## src/rtl/uart_tx_frame_if.sv

```systemverilog
// uart_tx_frame_if: valid/ready word handshake between a producer and uart_tx_frame
//   tx_valid  producer has a word on tx_data
//   tx_ready  transmitter accepts the word this cycle
//   tx_data   word to send, LSB first on the line
interface uart_tx_frame_if #(
    parameter int DATA_BITS = 8
);
    logic                 tx_valid;
    logic                 tx_ready;
    logic [DATA_BITS-1:0] tx_data;
    modport master (output tx_valid, output tx_data, input tx_ready);
    modport slave  (input tx_valid, input tx_data, output tx_ready);
endinterface

```

## src/rtl/uart_tx_frame.sv

```systemverilog
// uart_tx_frame: parametrised UART transmitter, 5..9 data bits, optional parity, 1 or 2 stop bits
//   Define UART_TX_FIFO_EN to place a FIFO_DEPTH-entry FIFO in front of the serialiser.
//   clk         system clock, rising edge
//   rst         synchronous active-high reset
//   txi         valid/ready word handshake (slave side of uart_tx_frame_if)
//   tx          serial line, idle high, registered
//   busy        frame in progress or words still queued
//   fifo_count  FIFO occupancy, constant 0 when the FIFO is not built
module uart_tx_frame #(
    parameter int CLK_FREQ   = 50_000_000,
    parameter int BAUD_RATE  = 9600,
    parameter int BAUD_DIV   = CLK_FREQ / BAUD_RATE,
    parameter int DATA_BITS  = 8,
    parameter int PARITY     = 0,
    parameter int STOP_BITS  = 1,
    parameter int FIFO_DEPTH = 4
) (
    input  logic                        clk,
    input  logic                        rst,
    uart_tx_frame_if.slave              txi,
    output logic                        tx,
    output logic                        busy,
    output logic [$clog2(FIFO_DEPTH):0] fifo_count
);
    localparam int            BW        = $clog2(BAUD_DIV);
    localparam logic [BW-1:0] BAUD_LAST = BW'(BAUD_DIV - 1);
    localparam logic [3:0]    DATA_LAST = 4'(DATA_BITS - 1);
    localparam logic [3:0]    STOP_LAST = 4'(STOP_BITS - 1);

    generate
        if (DATA_BITS < 5 || DATA_BITS > 9) begin : g_bad_data_bits
            $error("uart_tx_frame: DATA_BITS must be 5..9");
        end
        if (PARITY < 0 || PARITY > 2) begin : g_bad_parity
            $error("uart_tx_frame: PARITY must be 0, 1 or 2");
        end
        if (STOP_BITS < 1 || STOP_BITS > 2) begin : g_bad_stop_bits
            $error("uart_tx_frame: STOP_BITS must be 1 or 2");
        end
        if (BAUD_DIV < 2) begin : g_bad_baud_div
            $error("uart_tx_frame: BAUD_DIV must be >= 2");
        end
    endgenerate

    typedef enum logic [2:0] {IDLE, START, DATA, PAR, STOP} state_t;

    state_t               state, nxt;
    logic [BW-1:0]        baud_cnt;
    logic [3:0]           bit_cnt;
    logic [DATA_BITS-1:0] shreg, ld_data;
    logic                 par_q, load, last_bit, last_stop;

    assign last_bit  = baud_cnt == BAUD_LAST;
    assign last_stop = state == STOP && last_bit && bit_cnt == STOP_LAST;

`ifdef UART_TX_FIFO_EN
    localparam int FW = $clog2(FIFO_DEPTH);

    generate
        if (FIFO_DEPTH < 2 || (FIFO_DEPTH & (FIFO_DEPTH - 1)) != 0) begin : g_bad_fifo_depth
            $error("uart_tx_frame: FIFO_DEPTH must be a power of 2, >= 2");
        end
    endgenerate

    logic [DATA_BITS-1:0] mem [FIFO_DEPTH];
    logic [FW-1:0]        wr_ptr, rd_ptr;
    logic [FW:0]          count;
    logic                 push;

    // Full blocks pushes even when a pop happens on the same edge.
    assign txi.tx_ready = !rst && count != (FW+1)'(FIFO_DEPTH);
    assign push         = txi.tx_valid && txi.tx_ready;
    // The serialiser takes the head whenever it can start a new frame.
    assign load         = count != '0 && (state == IDLE || last_stop);
    assign ld_data      = mem[rd_ptr];
    assign fifo_count   = count;
    assign busy         = state != IDLE || count != '0;

    always_ff @(posedge clk) begin
        if (push) mem[wr_ptr] <= txi.tx_data;
    end

    always_ff @(posedge clk) begin
        if (rst) begin
            wr_ptr <= '0;
            rd_ptr <= '0;
            count  <= '0;
        end else begin
            wr_ptr <= wr_ptr + FW'(push);
            rd_ptr <= rd_ptr + FW'(load);
            count  <= count + (FW+1)'(push) - (FW+1)'(load);
        end
    end
`else
    // Ready on the final stop clock too, so a waiting word starts with no idle gap.
    assign txi.tx_ready = !rst && (state == IDLE || last_stop);
    assign load         = txi.tx_valid && txi.tx_ready;
    assign ld_data      = txi.tx_data;
    assign fifo_count   = '0;
    assign busy         = state != IDLE;
`endif

    always_comb begin
        nxt = state;
        case (state)
            IDLE:    nxt = load ? START : IDLE;
            START:   nxt = last_bit ? DATA : START;
            DATA:    nxt = last_bit && bit_cnt == DATA_LAST ? (PARITY != 0 ? PAR : STOP) : DATA;
            PAR:     nxt = last_bit ? STOP : PAR;
            STOP:    nxt = last_stop ? (load ? START : IDLE) : STOP;
            default: nxt = IDLE;
        endcase
    end

    // tx is registered from the current state, so the line lags the FSM by one clock.
    always_ff @(posedge clk) begin
        if (rst) begin
            state    <= IDLE;
            baud_cnt <= '0;
            bit_cnt  <= '0;
            shreg    <= '0;
            par_q    <= 1'b0;
            tx       <= 1'b1;
        end else begin
            state    <= nxt;
            tx       <= state == START ? 1'b0 : state == DATA ? shreg[0] : state == PAR ? par_q : 1'b1;
            baud_cnt <= load || state == IDLE || last_bit ? '0 : baud_cnt + 1'b1;
            bit_cnt  <= load || (last_bit && nxt != state) ? '0 : last_bit ? bit_cnt + 1'b1 : bit_cnt;
            if (load) begin
                shreg <= ld_data;
                par_q <= PARITY == 1 ? ~^ld_data : ^ld_data;
            end else if (state == DATA && last_bit) begin
                shreg <= shreg >> 1;
            end
        end
    end
endmodule

```

## src/flat_wrapper.sv

```systemverilog
// flat-port wrapper written by rule: the top's interface ports become plain ports
module uart_tx_frame_flat 
#(
    parameter int CLK_FREQ   = 50_000_000,
    parameter int BAUD_RATE  = 9600,
    parameter int BAUD_DIV   = CLK_FREQ / BAUD_RATE,
    parameter int DATA_BITS  = 8,
    parameter int PARITY     = 0,
    parameter int STOP_BITS  = 1,
    parameter int FIFO_DEPTH = 4
)
  (clk, rst, tx, busy, fifo_count, txi_tx_valid, txi_tx_data, txi_tx_ready);
  uart_tx_frame_if #(.DATA_BITS(DATA_BITS)) txi_i ();
  input  logic clk;
  input  logic rst;
  output logic tx;
  output logic busy;
  output logic [$clog2(FIFO_DEPTH):0] fifo_count;
  input wire logic [$bits(txi_i.tx_valid)-1:0] txi_tx_valid;
  input wire logic [$bits(txi_i.tx_data)-1:0] txi_tx_data;
  output wire logic [$bits(txi_i.tx_ready)-1:0] txi_tx_ready;
  assign txi_i.tx_valid = txi_tx_valid;
  assign txi_i.tx_data = txi_tx_data;
  assign txi_tx_ready = txi_i.tx_ready;
  uart_tx_frame #(.CLK_FREQ(CLK_FREQ), .BAUD_RATE(BAUD_RATE), .BAUD_DIV(BAUD_DIV), .DATA_BITS(DATA_BITS), .PARITY(PARITY), .STOP_BITS(STOP_BITS), .FIFO_DEPTH(FIFO_DEPTH)) u_core (.clk(clk), .rst(rst), .txi(txi_i), .tx(tx), .busy(busy), .fifo_count(fifo_count));
endmodule
```

## config.mk

```make
export PLATFORM = sky130hd
export DESIGN_NAME = uart_tx_frame_flat
export DESIGN_NICKNAME = d
export VERILOG_FILES = /design/src/rtl/uart_tx_frame_if.sv /design/src/rtl/uart_tx_frame.sv /design/src/flat_wrapper.sv
export SDC_FILE = /design/constraint.sdc
export NUM_CORES = 1
export LEC_CHECK = 0
export CORE_MARGIN = 2
export CORE_UTILIZATION = 50
export CTS_CLUSTER_DIAMETER = 40
export DETAILED_ROUTE_END_ITERATION = 10
export GPL_TIMING_DRIVEN = 0
export MAX_ROUTING_LAYER = met4
export PLACE_DENSITY_LB_ADDON = 0.05
export SYNTH_ARGS = -nofsm -noshare
export SYNTH_HDL_FRONTEND = slang
export SYNTH_SLANG_ARGS = --single-unit
```

## constraint.sdc

```tcl
create_clock -name clk -period 2.1 [get_ports clk]
set_clock_uncertainty 0.2 [all_clocks]
set_input_delay 0.63 -clock clk [delete_from_list [all_inputs] [get_ports clk]]
set_output_delay 0.63 -clock clk [all_outputs]
set_load 0.05 [all_outputs]
```

# Yosys cells after proc, flatten, opt, wreduce, memory -nomap -nowiden
# Index checks and enable logic that the tools add are counted.
dict set report totals {
  word_cells 45
  reg_bits 30
  in_bits 11
  out_inout_bits 6
}
dict set report op_classes {
  add_sub_neg 2
  n_eq_ne 7
  n_mux 11
  reduce_logical 19
}
# operator count
set ops {}
lappend ops {{$mux W8} 2}
lappend ops {{$pmux W3 S5} 1}
lappend ops {{$add A13 B1 Y13 const B} 1}
lappend ops {{$eq A13 B13 Y1 const B} 1}
lappend ops {{$mux W3} 3}
lappend ops {{$reduce_xor A8 Y1} 1}
lappend ops {{$logic_and A1 B1 Y1} 7}
lappend ops {{$eq A3 B2 Y1 const B} 2}
lappend ops {{$add A4 B1 Y4 const B} 1}
lappend ops {{$eq A4 B3 Y1 const B} 1}
lappend ops {{$logic_not A4 Y1} 1}
lappend ops {{$logic_or A1 B1 Y1} 4}
lappend ops {{$mux W1} 4}
lappend ops {{$reduce_or A2 Y1} 2}
lappend ops {{$eq A3 B1 Y1 const B} 1}
lappend ops {{$eq A3 B3 Y1 const B} 1}
lappend ops {{$logic_not A3 Y1} 1}
lappend ops {{$ne A3 B3 Y1} 1}
lappend ops {{$reduce_bool A3 Y1} 1}
lappend ops {{$mux W2} 1}
lappend ops {{$reduce_bool A2 Y1} 1}
lappend ops {{$logic_not A1 Y1} 1}

# Longest topological paths before layout
dict set report depth {
  depth_word 13
  ltp_mapped 8
  depth_no_buf 7
}

# Worst setup path after synthesis
# No wires, ideal clock.
dict set report synth_timing {
  path_kind {register -> output}
  startpoint {register u_core.bit_cnt[0]}
  endpoint {output port txi_tx_ready}
  t_arrival_ns 1.898
  path_buffers 0
  path_stages_with_launch 8
  slack_ns -0.628
  t_required_ns 1.270
  path_cell_list {dfxtp_1 > inv_1 > ha_1 > nand2_1 > nor4b_4 > and4_1 > nor2_1 > nor2_1}
}
dict set report synth_via {
  elab_chain_cells 4
}
# element line
set synth_lines {}
lappend synth_lines {{start, declared} uart_tx_frame.sv:49} ;# logic [3:0] bit_cnt;
lappend synth_lines {{start signal, assigned} uart_tx_frame.sv:128} ;# bit_cnt <= load || (last_bit && nxt != state) ? '0 : last_bit ? bit_cnt + 1'b1 : bit_cnt;
lappend synth_lines {{$logic_not A4 Y1} uart_tx_frame.sv:54} ;# assign last_stop = state == STOP && last_bit && bit_cnt == STOP_LAST;
lappend synth_lines {{$logic_and A1 B1 Y1} uart_tx_frame.sv:54}
lappend synth_lines {{$logic_or A1 B1 Y1} uart_tx_frame.sv:96} ;# assign txi.tx_ready = !rst && (state == IDLE || last_stop);
lappend synth_lines {{$logic_and A1 B1 Y1} uart_tx_frame.sv:96}
lappend synth_lines {{end, declared} flat_wrapper.sv:21} ;# output wire logic [$bits(txi_i.tx_ready)-1:0] txi_tx_ready;
# Every way passes these cells.

# Final worst setup path
# Ends and elaborated chain as after synthesis.

==> reports/summary.txt <==
crit path max-delay cell type = sky130_fd_sc_hd__dfxtp_2
Cell Area, Placed = 1880 um^2
setup repair after global routing missed its margin = true
number of global-route vias before repair = 1317
Seq cells post-synth = 30
width of the die = 61.7 um
effective utilization at floorplan = 0.536
top cell type by total area after synthesis = sky130_fd_sc_hd__dfxtp_1
clock latency on the worst-skew pair = 0.33 ns
Post-Syn Instances = 183
arrival time at the worst endpoint = 1.75 ns
Worst Max-Slew Pin Slew = 0.694 ns
Power Density = 546 nW/um^2
final wirelength = 3380 um
area of the die = 3810 um^2
fraction of post-synthesis cell area in the top cell type by area = 0.361
number of synthesized flops with an enable pin = 0
maximum root-to-sink buffer count = 2
placed wire-length estimate after detailed placement = 2420 um
synthesized area = 1660 um^2
min-delay worst type = reg -> reg
yosys synthesis warning count = 0
violated checks = negative setup slack
number of H-tree levels = 2
number of sinks on the clock net = 30
Async SR Flop Fraction = 0
Setup crit end kind = primary output
crit share post-route = 1.23
Hold WS = 0.265 ns
Total Nets Final = 223
setup violation total in the final timing report = 2
crit path cell chain = inv_2, ha_4, nand2_4, nor4b_4, and4_1, nor2_2, nor2_4, buf_6
Avg Vias per Cell = 5.40
outcome = complete, but fails checks
Final GP Congestion = 0.839
CTS buffer count = 5
layout overhead on the synthesized area = 22.9%
post-layout worst setup margin = -0.477 ns
final critical-path required period = 2.58 ns
total congestion overflow = 0
fraction of layout cells with a size suffix above 1 = 0.310
global routing usage summed across all routing layers = 0.204
row count = 20
height of the chip = 61.7 um
Detailed Route Iter0 Violations = 76
most used cells in the layout excluding fill and tap cells = sky130_fd_sc_hd__dfxtp_1, sky130_fd_sc_hd__nor2_1, sky130_fd_sc_hd__nand3_1, sky130_fd_sc_hd__buf_4, sky130_fd_sc_hd__xnor2_1
Req. time, crit path = 1.27 ns
Post-synth top flop = sky130_fd_sc_hd__dfxtp_1
Post-route DRC = 0
router iterations before antenna repair = 4
maximum number of pins on one net before global-route repair = 11
number of distinct library cells after synthesis = 45
count of antenna diodes in the layout = 0
number of I/O port buffers = 12
initial antenna violation count = 0
upper clock frequency limit = 388 MHz
Final Power = 0.00112 W
Core Box Area = 3100 um^2
TritonCTS clock tree = built
slowest stage delay, CP = 0.34 ns
hold violation total from the final report = 0
largest vdd supply drop = 0.000269 V
most area-consuming cells after synthesis = sky130_fd_sc_hd__dfxtp_1, sky130_fd_sc_hd__xnor2_1, sky130_fd_sc_hd__nor2_1
startpoint types = flop
type of the worst setup path = reg -> out
total of max-cap violations = 0
number of logic stages on the critical path including buffering = 8
DRT antenna net count = 0
Pleak = 0.721 nW
CP top delay family = simple AND/OR/NAND/NOR gates
final core occ = 0.659
clock edge transition at the registers on the reported setup and hold paths = 0.09 ns
number of buffers and inverters on the critical path = 2
cells on worst reg2reg path = 8
worst slew margin relative to its limit = 0.537
sequential area share after synthesis = 0.361
leading cell type in the layout, fill and taps excluded = sky130_fd_sc_hd__dfxtp_1
worst slack at placement = -1.00 ns
final max-slew violation count = 0
first-pass GRT wire length = 5550 um
number of top-level pins = 17
Hold-fix buffers, CTS = 0
Clock Root Buffer = sky130_fd_sc_hd__clkbuf_4
final routed wire length divided by cell count = 13.3 um
routed via count = 1371
worst hold stages = 1
summed area of non-filler cells in the final layout = 2050 um^2
Syn Area/Cell = 9.09 um^2
CP Max Fanout = 3
[metal layers]
metal,vias to the layer above,share of wire,track usage
met5,-,0,-
met4,0,0.011,0.0729
met3,5,0.033,0.0621
met2,18,0.51,0.341
met1,650,0.44,0.231
li1,698,-,-
[cell type report]
type                       count  area [um^2]
buffer                        12          104
clock buffer                   7         55.1
clock inverter                 1         5.00
fill                         277         1060
inverter                       5         21.3
multi-input combinational    137         1030
sequential                    30          608
tap                           44         55.1
timing repair buffer          18          170
[worst reg2reg max path, delay by kind of cell, from the launching register on]
kind                     cells  cell delay, ns
flip-flops                   1            0.35
AO/OA/AOI/OAI                3            0.51
AND/OR/NAND/NOR              2            0.33
buffers and inverters        2            0.30
adder cells (fa/ha/maj)      1            0.18
[final timing paths]
path	from	slack, ns	end
hold / removal	u_core.baud_cnt[0]	0.27	u_core.baud_cnt[0]
setup / recovery	u_core.bit_cnt[0]	-0.48	txi_tx_ready
hold reg to reg	u_core.baud_cnt[0]	0.27	u_core.baud_cnt[0]
setup reg to reg	u_core.baud_cnt[0]	0.10	u_core.shreg[3]
[what timing repair did]
| action | CTS | global route |
|---|---|---|
| setup buffers | 2 | 4 |
| gates resized for setup | 30 | 6 |
| pin swaps | 3 | 3 |
| endpoints found under the setup margin | 3 | 10 |
[registers in the layout (all words and copies together) (netlist names)]
signal	cells
u_core.baud_cnt	13
u_core.bit_cnt	4
u_core.par_q	1
u_core.shreg	8
u_core.state	3
u_core.tx	1
[cells by family after synthesis]
logic type      after synthesis  synth area share
mux                           1           0.00602
other cells                   1           0.00225
compound gates               35             0.174
flops                        30             0.361
simple gates                 77             0.274
fa+ha+maj                     3            0.0226
buf+inv                      18            0.0654
xor+xnor                     18            0.0947
[power breakdown]
group          total (W)  switching, W  internal (W)
clock           0.000356      0.000194      0.000162
sequential      0.000598     0.0000144      0.000584
combinational   0.000163     0.0000872     0.0000756
[metrics by stage]
step,TNS (ns),cells
after global placement,-3.61,241
after CTS,-0.508,250
after floorplan,-0.215,185
after global routing,-0.744,254
final,-0.564,254
after detailed placement,-3.92,241
[synth_stat cells, types with 4 or more instances]
cell	n
sky130_fd_sc_hd__nand3_1	13
sky130_fd_sc_hd__buf_4	5
sky130_fd_sc_hd__nand2_1	9
sky130_fd_sc_hd__a21oi_1	10
sky130_fd_sc_hd__a21oi_2	5
sky130_fd_sc_hd__xor2_1	7
sky130_fd_sc_hd__inv_1	5
sky130_fd_sc_hd__and3_1	5
sky130_fd_sc_hd__xnor2_1	11
sky130_fd_sc_hd__a22oi_2	5
sky130_fd_sc_hd__dfxtp_1	30
sky130_fd_sc_hd__nor2_1	22
sky130_fd_sc_hd__a22oi_1	4
(Power assumes the default switching activity.)
